`src/rtl/id_issue_stage.sv`:
```
// Decode/issue stage: turns an RV32I OP, OP-IMM, LUI, AUIPC or BRANCH instruction
// into an ALU bundle (operands, control, destination) held in the ID/EX register.
module id_issue_stage #(
    parameter int          XLEN     = 32,
    parameter logic [31:0] RESET_PC = 32'h0000_0000
) (
    input  logic            clk,
    input  logic            rst_n,
    input  logic [31:0]     if_inst_i,
    input  logic [XLEN-1:0] if_pc_i,
    input  logic            if_valid_i,
    output logic            id_ready_o,
    input  logic            stall_i,
    input  logic            flush_i,
    output logic [4:0]      rs1_raddr_o,
    output logic [4:0]      rs2_raddr_o,
    input  logic [XLEN-1:0] rs1_rdata_i,
    input  logic [XLEN-1:0] rs2_rdata_i,
    input  logic            fwd_we_i,
    input  logic [4:0]      fwd_waddr_i,
    input  logic [XLEN-1:0] fwd_wdata_i,
    output logic [XLEN-1:0] id_ex_reg_op_a_o,
    output logic [XLEN-1:0] id_ex_reg_op_b_o,
    output logic [4:0]      id_ex_reg_ALUctrl_o,
    output logic [4:0]      id_ex_reg_reg_waddr_o,
    output logic            id_ex_reg_reg_we_o,
    output logic            id_ex_valid_o,
    output logic            illegal_inst_o
);

    typedef enum logic [4:0] {
        ALU_NO_OP = 5'd0,
        ALU_ADD   = 5'd1,
        ALU_SUB   = 5'd2,
        ALU_EQU   = 5'd3,
        ALU_NEQ   = 5'd4,
        ALU_SLT   = 5'd5,
        ALU_SGE   = 5'd6,
        ALU_SLTU  = 5'd7,
        ALU_SGEU  = 5'd8,
        ALU_XOR   = 5'd9,
        ALU_OR    = 5'd10,
        ALU_AND   = 5'd11,
        ALU_SLL   = 5'd12,
        ALU_SRL   = 5'd13,
        ALU_SRA   = 5'd14
    } alu_ctrl_e;

    localparam logic [6:0] OPC_OP     = 7'b0110011;
    localparam logic [6:0] OPC_OP_IMM = 7'b0010011;
    localparam logic [6:0] OPC_LUI    = 7'b0110111;
    localparam logic [6:0] OPC_AUIPC  = 7'b0010111;
    localparam logic [6:0] OPC_BRANCH = 7'b1100011;

    logic [6:0]      opcode;
    logic [2:0]      funct3;
    logic [6:0]      funct7;
    logic [4:0]      rd;
    logic [4:0]      rs1;
    logic [4:0]      rs2;
    logic [XLEN-1:0] imm_i;
    logic [XLEN-1:0] imm_u;
    logic [XLEN-1:0] shamt;
    logic [XLEN-1:0] rs1_val;
    logic [XLEN-1:0] rs2_val;
    alu_ctrl_e       dec_ctrl;
    logic [XLEN-1:0] dec_op_a;
    logic [XLEN-1:0] dec_op_b;
    logic            dec_we;
    logic            dec_illegal;
    logic            unused_reset_pc;

    assign unused_reset_pc = ^RESET_PC;

    assign opcode = if_inst_i[6:0];
    assign rd     = if_inst_i[11:7];
    assign funct3 = if_inst_i[14:12];
    assign rs1    = if_inst_i[19:15];
    assign rs2    = if_inst_i[24:20];
    assign funct7 = if_inst_i[31:25];

    assign imm_i = XLEN'(signed'(if_inst_i[31:20]));
    assign imm_u = XLEN'(signed'({if_inst_i[31:12], 12'h000}));
    assign shamt = XLEN'(if_inst_i[24:20]);

    assign rs1_raddr_o = rs1;
    assign rs2_raddr_o = rs2;
    assign id_ready_o  = !stall_i;

    // x0 reads as zero even if a writeback to x0 is in flight.
    assign rs1_val = (rs1 == 5'd0) ? '0 :
                     (fwd_we_i && fwd_waddr_i == rs1) ? fwd_wdata_i : rs1_rdata_i;
    assign rs2_val = (rs2 == 5'd0) ? '0 :
                     (fwd_we_i && fwd_waddr_i == rs2) ? fwd_wdata_i : rs2_rdata_i;

    function automatic alu_ctrl_e arith_ctrl(input logic [2:0] f3);
        alu_ctrl_e c;
        case (f3)
            3'd0: c = ALU_ADD;
            3'd1: c = ALU_SLL;
            3'd2: c = ALU_SLT;
            3'd3: c = ALU_SLTU;
            3'd4: c = ALU_XOR;
            3'd5: c = ALU_SRL;
            3'd6: c = ALU_OR;
            3'd7: c = ALU_AND;
        endcase
        return c;
    endfunction

    always_comb begin
        dec_ctrl    = ALU_NO_OP;
        dec_op_a    = '0;
        dec_op_b    = '0;
        dec_we      = 1'b0;
        dec_illegal = 1'b0;
        case (opcode)
            OPC_OP: begin
                dec_op_a = rs1_val;
                dec_op_b = rs2_val;
                dec_we   = 1'b1;
                if (funct7 == 7'h00)
                    dec_ctrl = arith_ctrl(funct3);
                else if (funct7 == 7'h20 && funct3 == 3'd0)
                    dec_ctrl = ALU_SUB;
                else if (funct7 == 7'h20 && funct3 == 3'd5)
                    dec_ctrl = ALU_SRA;
                else
                    dec_illegal = 1'b1;
            end
            OPC_OP_IMM: begin
                dec_op_a = rs1_val;
                dec_op_b = imm_i;
                dec_we   = 1'b1;
                dec_ctrl = arith_ctrl(funct3);
                // Shift-immediates reuse inst[31:25] as a sub-opcode.
                if (funct3 == 3'd1) begin
                    dec_op_b = shamt;
                    if (funct7 != 7'h00)
                        dec_illegal = 1'b1;
                end else if (funct3 == 3'd5) begin
                    dec_op_b = shamt;
                    if (funct7 == 7'h20)
                        dec_ctrl = ALU_SRA;
                    else if (funct7 != 7'h00)
                        dec_illegal = 1'b1;
                end
            end
            OPC_LUI: begin
                dec_op_b = imm_u;
                dec_ctrl = ALU_ADD;
                dec_we   = 1'b1;
            end
            OPC_AUIPC: begin
                dec_op_a = if_pc_i;
                dec_op_b = imm_u;
                dec_ctrl = ALU_ADD;
                dec_we   = 1'b1;
            end
            OPC_BRANCH: begin
                dec_op_a = rs1_val;
                dec_op_b = rs2_val;
                case (funct3)
                    3'd0:    dec_ctrl = ALU_EQU;
                    3'd1:    dec_ctrl = ALU_NEQ;
                    3'd4:    dec_ctrl = ALU_SLT;
                    3'd5:    dec_ctrl = ALU_SGE;
                    3'd6:    dec_ctrl = ALU_SLTU;
                    3'd7:    dec_ctrl = ALU_SGEU;
                    default: dec_illegal = 1'b1;
                endcase
            end
            default: dec_illegal = 1'b1;
        endcase
        if (dec_illegal) begin
            dec_ctrl = ALU_NO_OP;
            dec_op_a = '0;
            dec_op_b = '0;
            dec_we   = 1'b0;
        end
        if (rd == 5'd0)
            dec_we = 1'b0;
    end

    // Flush beats stall; a stall holds whatever was captured, operands included.
    always_ff @(posedge clk or negedge rst_n) begin
        if (!rst_n) begin
            id_ex_reg_op_a_o      <= '0;
            id_ex_reg_op_b_o      <= '0;
            id_ex_reg_ALUctrl_o   <= ALU_NO_OP;
            id_ex_reg_reg_waddr_o <= '0;
            id_ex_reg_reg_we_o    <= 1'b0;
            id_ex_valid_o         <= 1'b0;
            illegal_inst_o        <= 1'b0;
        end else if (flush_i || (!stall_i && !if_valid_i)) begin
            id_ex_reg_op_a_o      <= '0;
            id_ex_reg_op_b_o      <= '0;
            id_ex_reg_ALUctrl_o   <= ALU_NO_OP;
            id_ex_reg_reg_waddr_o <= '0;
            id_ex_reg_reg_we_o    <= 1'b0;
            id_ex_valid_o         <= 1'b0;
            illegal_inst_o        <= 1'b0;
        end else if (!stall_i) begin
            id_ex_reg_op_a_o      <= dec_op_a;
            id_ex_reg_op_b_o      <= dec_op_b;
            id_ex_reg_ALUctrl_o   <= dec_ctrl;
            id_ex_reg_reg_waddr_o <= rd;
            id_ex_reg_reg_we_o    <= dec_we;
            id_ex_valid_o         <= 1'b1;
            illegal_inst_o        <= dec_illegal;
        end
    end

endmodule

```
`config.mk`:
```
export PLATFORM = sky130hd
export DESIGN_NAME = id_issue_stage
export DESIGN_NICKNAME = d
export VERILOG_FILES = /design/src/rtl/id_issue_stage.sv
export SDC_FILE = /design/constraint.sdc
export NUM_CORES = 1
export LEC_CHECK = 0
export BUFFER_PORTS_ARGS = -buffer_cell sky130_fd_sc_hd__buf_2
export CAP_MARGIN = 20
export CORE_ASPECT_RATIO = 0.6
export CORE_MARGIN = 2
export CORE_UTILIZATION = 50
export DETAILED_ROUTE_END_ITERATION = 10
export PLACE_DENSITY = 0.85
export REMOVE_ABC_BUFFERS = 1
export SLEW_MARGIN = 20
export SYNTH_ARGS = -nofsm -noshare
export SYNTH_HDL_FRONTEND = slang
export SYNTH_SLANG_ARGS = --single-unit
```
`constraint.sdc`:
```
create_clock -name clk -period 2 [get_ports clk]
set_input_delay 0.4 -clock clk [delete_from_list [all_inputs] [get_ports clk]]
set_output_delay 0.4 -clock clk [all_outputs]
set_load 0.05 [all_outputs]
```
==> flow_metrics.env, run 1 <==
export IMPL_status="finished clean"
export IMPL_final_setup_viol_count=0
export IMPL_final_hold_violation_count=0
export IMPL_crit_required_ps=2240
export IMPL_postSynthCellCount=691
export IMPL_viasPerCell=6.166
export IMPL_ctsHoldBuffers=0
export IMPL_clock_root_buffer="clkbuf_16"
export IMPL_multi_input_area_sq_um=3349
export IMPL_path_max_fanout=36
export IMPL_layout_nets=1099
export IMPL_slowest_stage="nor4_1"
export IMPL_dieWidth_um=140.6
export IMPL_grt_start_max_net_pins=77
export IMPL_insertion_delay_ps=330
export IMPL_cts_buffers=9
export IMPL_min_period_ps=1707
export IMPL_dieHeight_um=85.95
export IMPL_cts_resized=0
export IMPL_max_cap_viol_count=0
export IMPL_tritoncts="done"
export IMPL_grtUsageTotal_pct=33.52
export IMPL_hold_class="in2async"
export IMPL_finalCritPeriodShare_pct=85.37
export IMPL_async_reset_ff_share_pct=100.0
export IMPL_ios=259
export IMPL_first_global_vias=6168
export IMPL_max_stage_delay_ps=450
export IMPL_path_buf_inv=3
export IMPL_htreeDepth=3
export IMPL_rsz0062_at_grt="false"
export IMPL_syn2layout_area_growth_pct=34.56
export IMPL_r2r_start="id_ex_reg_ALUctrl_o[2]"
export IMPL_routedWlPerCell_um=18.99
export IMPL_drc=0
export IMPL_gr_total_overflow=0
export IMPL_synth_flop_cell="dfrtp_1"
export IMPL_crit_start="if_inst_i[27]"
export IMPL_avgSynthCellArea_sq_um=8.099
export IMPL_cts_sinks=76
export IMPL_design_power_total_uw=4005
export IMPL_crit_path_start_kind="input pin"
export IMPL_diodes=0
export IMPL_rows=29
export IMPL_grt_pass1_wl_mm=32.04
export IMPL_worst_slack_ps=292.5
export IMPL_core_sq_um=10740
export IMPL_p_per_area_nw_per_um2=531.8
export IMPL_finalClockSkew_ps=0
export IMPL_portBuffers=257
export IMPL_ys_warnings_count=0
export IMPL_fillCellCount=906
export IMPL_layout_common_cells="buf_2, nand2_1, dfrtp_1"
export IMPL_drive_gt1_share_pct=36.44
export IMPL_ant_nets=0
export IMPL_dr_pass1_iters=5
export IMPL_crit_chain="buf_2 > buf_4 > nor4_1 > a31o_2 > nand3_4 > buf_12 > a22oi_1"
export IMPL_layout_commonest_cell="buf_2"
export IMPL_vdd_drop_max_mv=0.4060
export IMPL_dpl_hpwl_mm=14.82
export IMPL_final_setup_tns_ps=0
export IMPL_cts_max_path_buffers=2
export IMPL_ys_ff_latch=76
export IMPL_fmax_mhz=585.7
export IMPL_vias=6610
export IMPL_drtIter0Drc=604
export IMPL_place_congestion=0.9670
export IMPL_drt_total_wl_mm=20.36
export IMPL_dpl_worst_slack_ps=-8.504
export IMPL_ys_seq_area_share_pct=33.98
export IMPL_drv_slew=0
export IMPL_cp_top_family="simple AND/OR/NAND/NOR gates"
export IMPL_critPathKind="in2reg"
export IMPL_hold_ws_ps=79.33
export IMPL_die_area_sq_um=12080
export IMPL_start_util_pct=52.11
export IMPL_p_leak_uw=0.003432
export IMPL_synth_area_sq_um=5597
export IMPL_postCtsSetupBuffers=0
export IMPL_synth_edff_count=0
export IMPL_ys_types=52
export IMPL_cp_arrival_ps=1950
export IMPL_endpoint_kind="register"
export IMPL_regArea_sq_um=1902
export IMPL_path_clk_slew_ps=60
export IMPL_antenna_found_initial=0
==> sequential cells by signal, indices dropped and copies added (netlist names) <==
register               count
id_ex_reg_ALUctrl_o        4
id_ex_reg_op_a_o          32
illegal_inst_o             1
id_ex_reg_reg_waddr_o      5
id_ex_reg_op_b_o          32
id_ex_valid_o              1
id_ex_reg_reg_we_o         1
==> final timing paths <==
path / end / slack (ps) / cells after the start
min reg2reg: id_ex_reg_ALUctrl_o[3] / 490 / 2
min in group clk: id_ex_valid_o / 270 / 2
max: id_ex_reg_op_b_o[18] / 290 / 7
max in group asynchronous: id_ex_reg_op_b_o[18] / 1570 / 2
max reg2reg: id_ex_reg_ALUctrl_o[2] / 1040 / 3
min: id_ex_reg_op_a_o[13] / 80 / 2
==> where the power goes <==
group	switching, uW	internal (uW)	total, uW
logic	490	299	789
clock network	669	1000	1670
registers	3.35	1540	1550
==> routing by layer <==
| metal | share of wire [%] | wire (um) | track usage [%] | up-vias |
|---|---|---|---|---|
| li1 | - | - | - | 3023 |
| met1 | 43 | 8691 | 47.33 | 3173 |
| met2 | 45 | 9185 | 53.07 | 392 |
| met3 | 11 | 2276 | 8.710 | 22 |
| met4 | 1.0 | 206 | 5.818 | 0 |
| met5 | 0 | 0 | 0 | - |
==> synth_stat cells (all sizes together), types with 4 or more instances <==
master / number / area share, %
nand2: 102 / 6.8
dfrtp: 76 / 34
a21boi: 72 / 9.7
o21ai: 72 / 6.4
a22oi: 68 / 9.7
clkbuf: 53 / 3.6
a21oi: 42 / 3.8
nand3: 37 / 3.4
and3: 32 / 3.6
a211o: 31 / 4.9
buf: 26 / 3.0
nor2: 13 / 0.87
a22o: 6 / 0.94
nor4: 6 / 1.3
xnor2: 6 / 0.94
xor2: 5 / 0.78
nand2b: 4 / 0.58
nand3b: 4 / 0.54
==> cell families after synthesis <==
kind of cell / count (synthesis) / share of synthesized area, %
adder cells (fa/ha/maj): 1 / 0.1789
other: 1 / 0.06700
AND/OR/NAND/NOR: 214 / 19.27
AO/OA/AOI/OAI: 306 / 37.98
XOR/XNOR: 11 / 1.721
buffers and inverters: 82 / 6.796
flip-flops: 76 / 33.98
==> per-stage QoR <==
| stage | utilization, % | instances | area (sq um) |
|---|---|---|---|
| after global placement | 67.37 | 1056 | 7236 |
| after CTS | 70.12 | 1072 | 7531 |
| final | 70.12 | 1072 | 7531 |
| after floorplan | - | 612 | 5228 |
| after global routing | 70.12 | 1072 | 7531 |
| after detailed placement | 67.37 | 1056 | 7236 |
==> final cells by class <==
cell class	count	share of cell area [%]
Clock buffer	12	3.273
Clock inverter	4	0.6479
Inverter	3	0.1495
Multi-Input combinational cell	533	44.48
Sequential cell	76	25.25
Tap cell	139	2.309
Timing Repair Buffer	305	23.89
==> worst register-to-register path: stages, from the launching register on <==
cell and delay, ps:
dfrtp_1 430, nand2_1 100, a21boi_0 190, a32oi_1 120
Power figures use the tool's default switching activity.
==> run 2, diff against run 1 <==
--- a/config.mk
+++ b/config.mk
@@ -8,10 +8,10 @@
 export BUFFER_PORTS_ARGS = -buffer_cell sky130_fd_sc_hd__buf_2
 export CAP_MARGIN = 20
 export CORE_ASPECT_RATIO = 0.6
-export CORE_MARGIN = 2
 export CORE_UTILIZATION = 50
 export DETAILED_ROUTE_END_ITERATION = 10
-export PLACE_DENSITY = 0.85
+export MAX_ROUTING_LAYER = met4
+export PLACE_DENSITY_LB_ADDON = 0.08
 export REMOVE_ABC_BUFFERS = 1
 export SLEW_MARGIN = 20
 export SYNTH_ARGS = -nofsm -noshare
==> run 2 against run 1 <==
- the flow now finishes with violations (DRC)
- combinational power decreased by 2%
- first-iteration DRC count decreased by 8.1%
- register-to-register slack about the same
- clock skew unchanged
- utilization increased by 0.72 points
- via count decreased by 0.85%
- die area decreased by 3.7%
- hold slack improved by 190 ps
- global-route usage increased by 3.2 points
- maximum frequency increased by 0.32%
- worst setup slack improved by 5.4 ps
- largest power group unchanged
- clock power increased by 23%
==> flow_metrics.env, run 2 (synthesis gave the netlist of run 1 again) <==
export IMPL_status="complete, but fails checks"
export IMPL_violations="DRC"
export IMPL_portBuffers=257
export IMPL_reg2reg_depth=3
export IMPL_drt_total_wl_mm=20.61
export IMPL_swShare_pct=27.02
export IMPL_cp_top_family="simple AND/OR/NAND/NOR gates"
export IMPL_cts_sinks=76
export IMPL_gr_total_overflow=0
export IMPL_min_period_ps=1702
export IMPL_cp_arrival_ps=1950
export IMPL_drive_gt1_share_pct=36.55
export IMPL_layout_common_cells="buf_2, nand2_1, dfrtp_1"
export IMPL_postCtsSetupBuffers=0
export IMPL_critPathKind="in2reg"
export IMPL_dieWidth_um=138.6
export IMPL_placed_cell_area_sq_um=7228
export IMPL_layout_nets=1099
export IMPL_viasPerCell=6.114
export IMPL_place_congestion=0.9206
export IMPL_final_hold_violation_count=0
export IMPL_postLayoutCellArea_sq_um=7609
export IMPL_crit_required_ps=2240
export IMPL_dpl_worst_slack_ps=-48.56
export IMPL_p_seq_share_pct=35.4
export IMPL_ios=259
export IMPL_drv_slew=0
export IMPL_cts_max_path_buffers=2
export IMPL_timing_hold_worst_path_depth=2
export IMPL_insertion_delay_ps=340
export IMPL_max_cap_viol_count=0
export IMPL_vias=6554
export IMPL_comb_power_share_pct=17.7
export IMPL_hold_ws_ps=270.1
export IMPL_path_buf_inv=2
export IMPL_critical_path_depth=7
export IMPL_vdd_drop_max_mv=0.4882
export IMPL_p_leak_uw=0.003475
export IMPL_dr_pass1_iters=9
export IMPL_syn2layout_area_growth_pct=35.95
export IMPL_finalCritPeriodShare_pct=85.10
export IMPL_htreeDepth=3
export IMPL_first_global_vias=6390
export IMPL_power_frac_clock_pct=46.9
export IMPL_layout_commonest_cell="buf_2"
export IMPL_routedWlPerCell_um=19.23
export IMPL_p_per_area_nw_per_um2=574.7
export IMPL_grtUsageTotal_pct=36.74
export IMPL_endpoint_kind="register"
export IMPL_fmax_mhz=587.5
export IMPL_drtIter0Drc=555
export IMPL_final_setup_viol_count=0
export IMPL_crit_chain="buf_2 > nor4_2 > nand3b_1 > a32oi_2 > nand3_4 > buf_12 > a22oi_1"
export IMPL_hold_class="in2reg"
export IMPL_rsz0062_at_grt="false"
export IMPL_tritoncts="done"
export IMPL_start_util_pct=52.11
export IMPL_dpl_hpwl_mm=14.96
export IMPL_final_setup_tns_ps=0
export IMPL_p_int_uw=3191
export IMPL_diodes=0
export IMPL_reg_largest_list="id_ex_reg_op_a_o (32), id_ex_reg_op_b_o (32), id_ex_reg_reg_waddr_o (5)"
export IMPL_design_power_total_uw=4373
export IMPL_path_clk_slew_ps=60
export IMPL_finalClockSkew_ps=0
export IMPL_max_stage_delay_ps=350
export IMPL_die_area_sq_um=11630
export IMPL_ant_nets=0
export IMPL_core_sq_um=10740
export IMPL_crit_path_start_kind="input pin"
export IMPL_clock_root_buffer="clkbuf_16"
export IMPL_worst_slack_ps=297.9
export IMPL_path_max_fanout=24
export IMPL_cts_buffers=9
export IMPL_drc=15
export IMPL_grt_start_max_net_pins=70
export IMPL_switching_power_uw=1182
export IMPL_antenna_found_initial=0
export IMPL_grt_pass1_wl_mm=32.86
export IMPL_dieHeight_um=83.95
export IMPL_rows=29
export IMPL_slowest_stage="nor4_2"
## run 2: final timing paths
| kind | startpoint | endpoint | slack [ps] |
|---|---|---|---|
| setup / recovery | if_inst_i[25] | id_ex_reg_op_b_o[3] | 300 |
| hold / removal | flush_i | id_ex_valid_o | 270 |
| setup reg to reg | id_ex_reg_op_a_o[20] | id_ex_reg_op_a_o[20] | 1050 |
| hold reg to reg | id_ex_reg_ALUctrl_o[3] | id_ex_reg_ALUctrl_o[3] | 490 |
| max in group asynchronous | rst_n | id_ex_reg_op_a_o[16] | 900 |
| min in group asynchronous | rst_n | id_ex_reg_op_a_o[13] | 500 |
## run 2: what timing repair did
| action | 4_1_cts | 5_1_grt |
|---|---|---|
| hold buffers | 1 | 0 |
| resized for setup | 0 | 0 |
| hold endpoints to repair | 20 | 0 |
## run 2: routing by layer
| layer | vias to the layer above | track usage (%) | part of all wire, % |
|---|---|---|---|
| li1 | 3025 | - | - |
| met1 | 3093 | 48.26 | 42 |
| met2 | 400 | 58.93 | 47 |
| met3 | 36 | 5.967 | 8.7 |
| met4 | 0 | 10.01 | 1.6 |
| met5 | - | - | 0 |
## run 2: final cells by class
type                    instances  area [sq um]
well taps                     139         173.9
repair buffers                305          1802
clock buffers                  13         280.3
flip-flops and latches         76          1902
multi-input cells             533          3349
clock inverters                 3         90.09
fillers                       878          3132
inverters                       3         11.26
## run 2: power by group through the flow
stage / combinational [uW] / clock, uW / sequential (uW)
after detailed placement: 760 / 0 / 1580
final: 775 / 2050 / 1550
after global placement: 743 / 0 / 1570
after CTS: 764 / 2040 / 1550
after global routing: 832 / 2110 / 1550
after floorplan: 237 / 0 / 1600
## run 2: stage by stage
stage                     std cells  utilization, %
after detailed placement       1055           67.30
after CTS                      1072           70.84
after global placement         1055           67.30
after floorplan                 612               -
final                          1072           70.84
after global routing           1072           70.84
## run 2: worst reg2reg max path, stage by stage, from the launching register on
cell	delay, ps
dfrtp_1	380
nand2_1	100
a21boi_0	260
a22oi_2	90
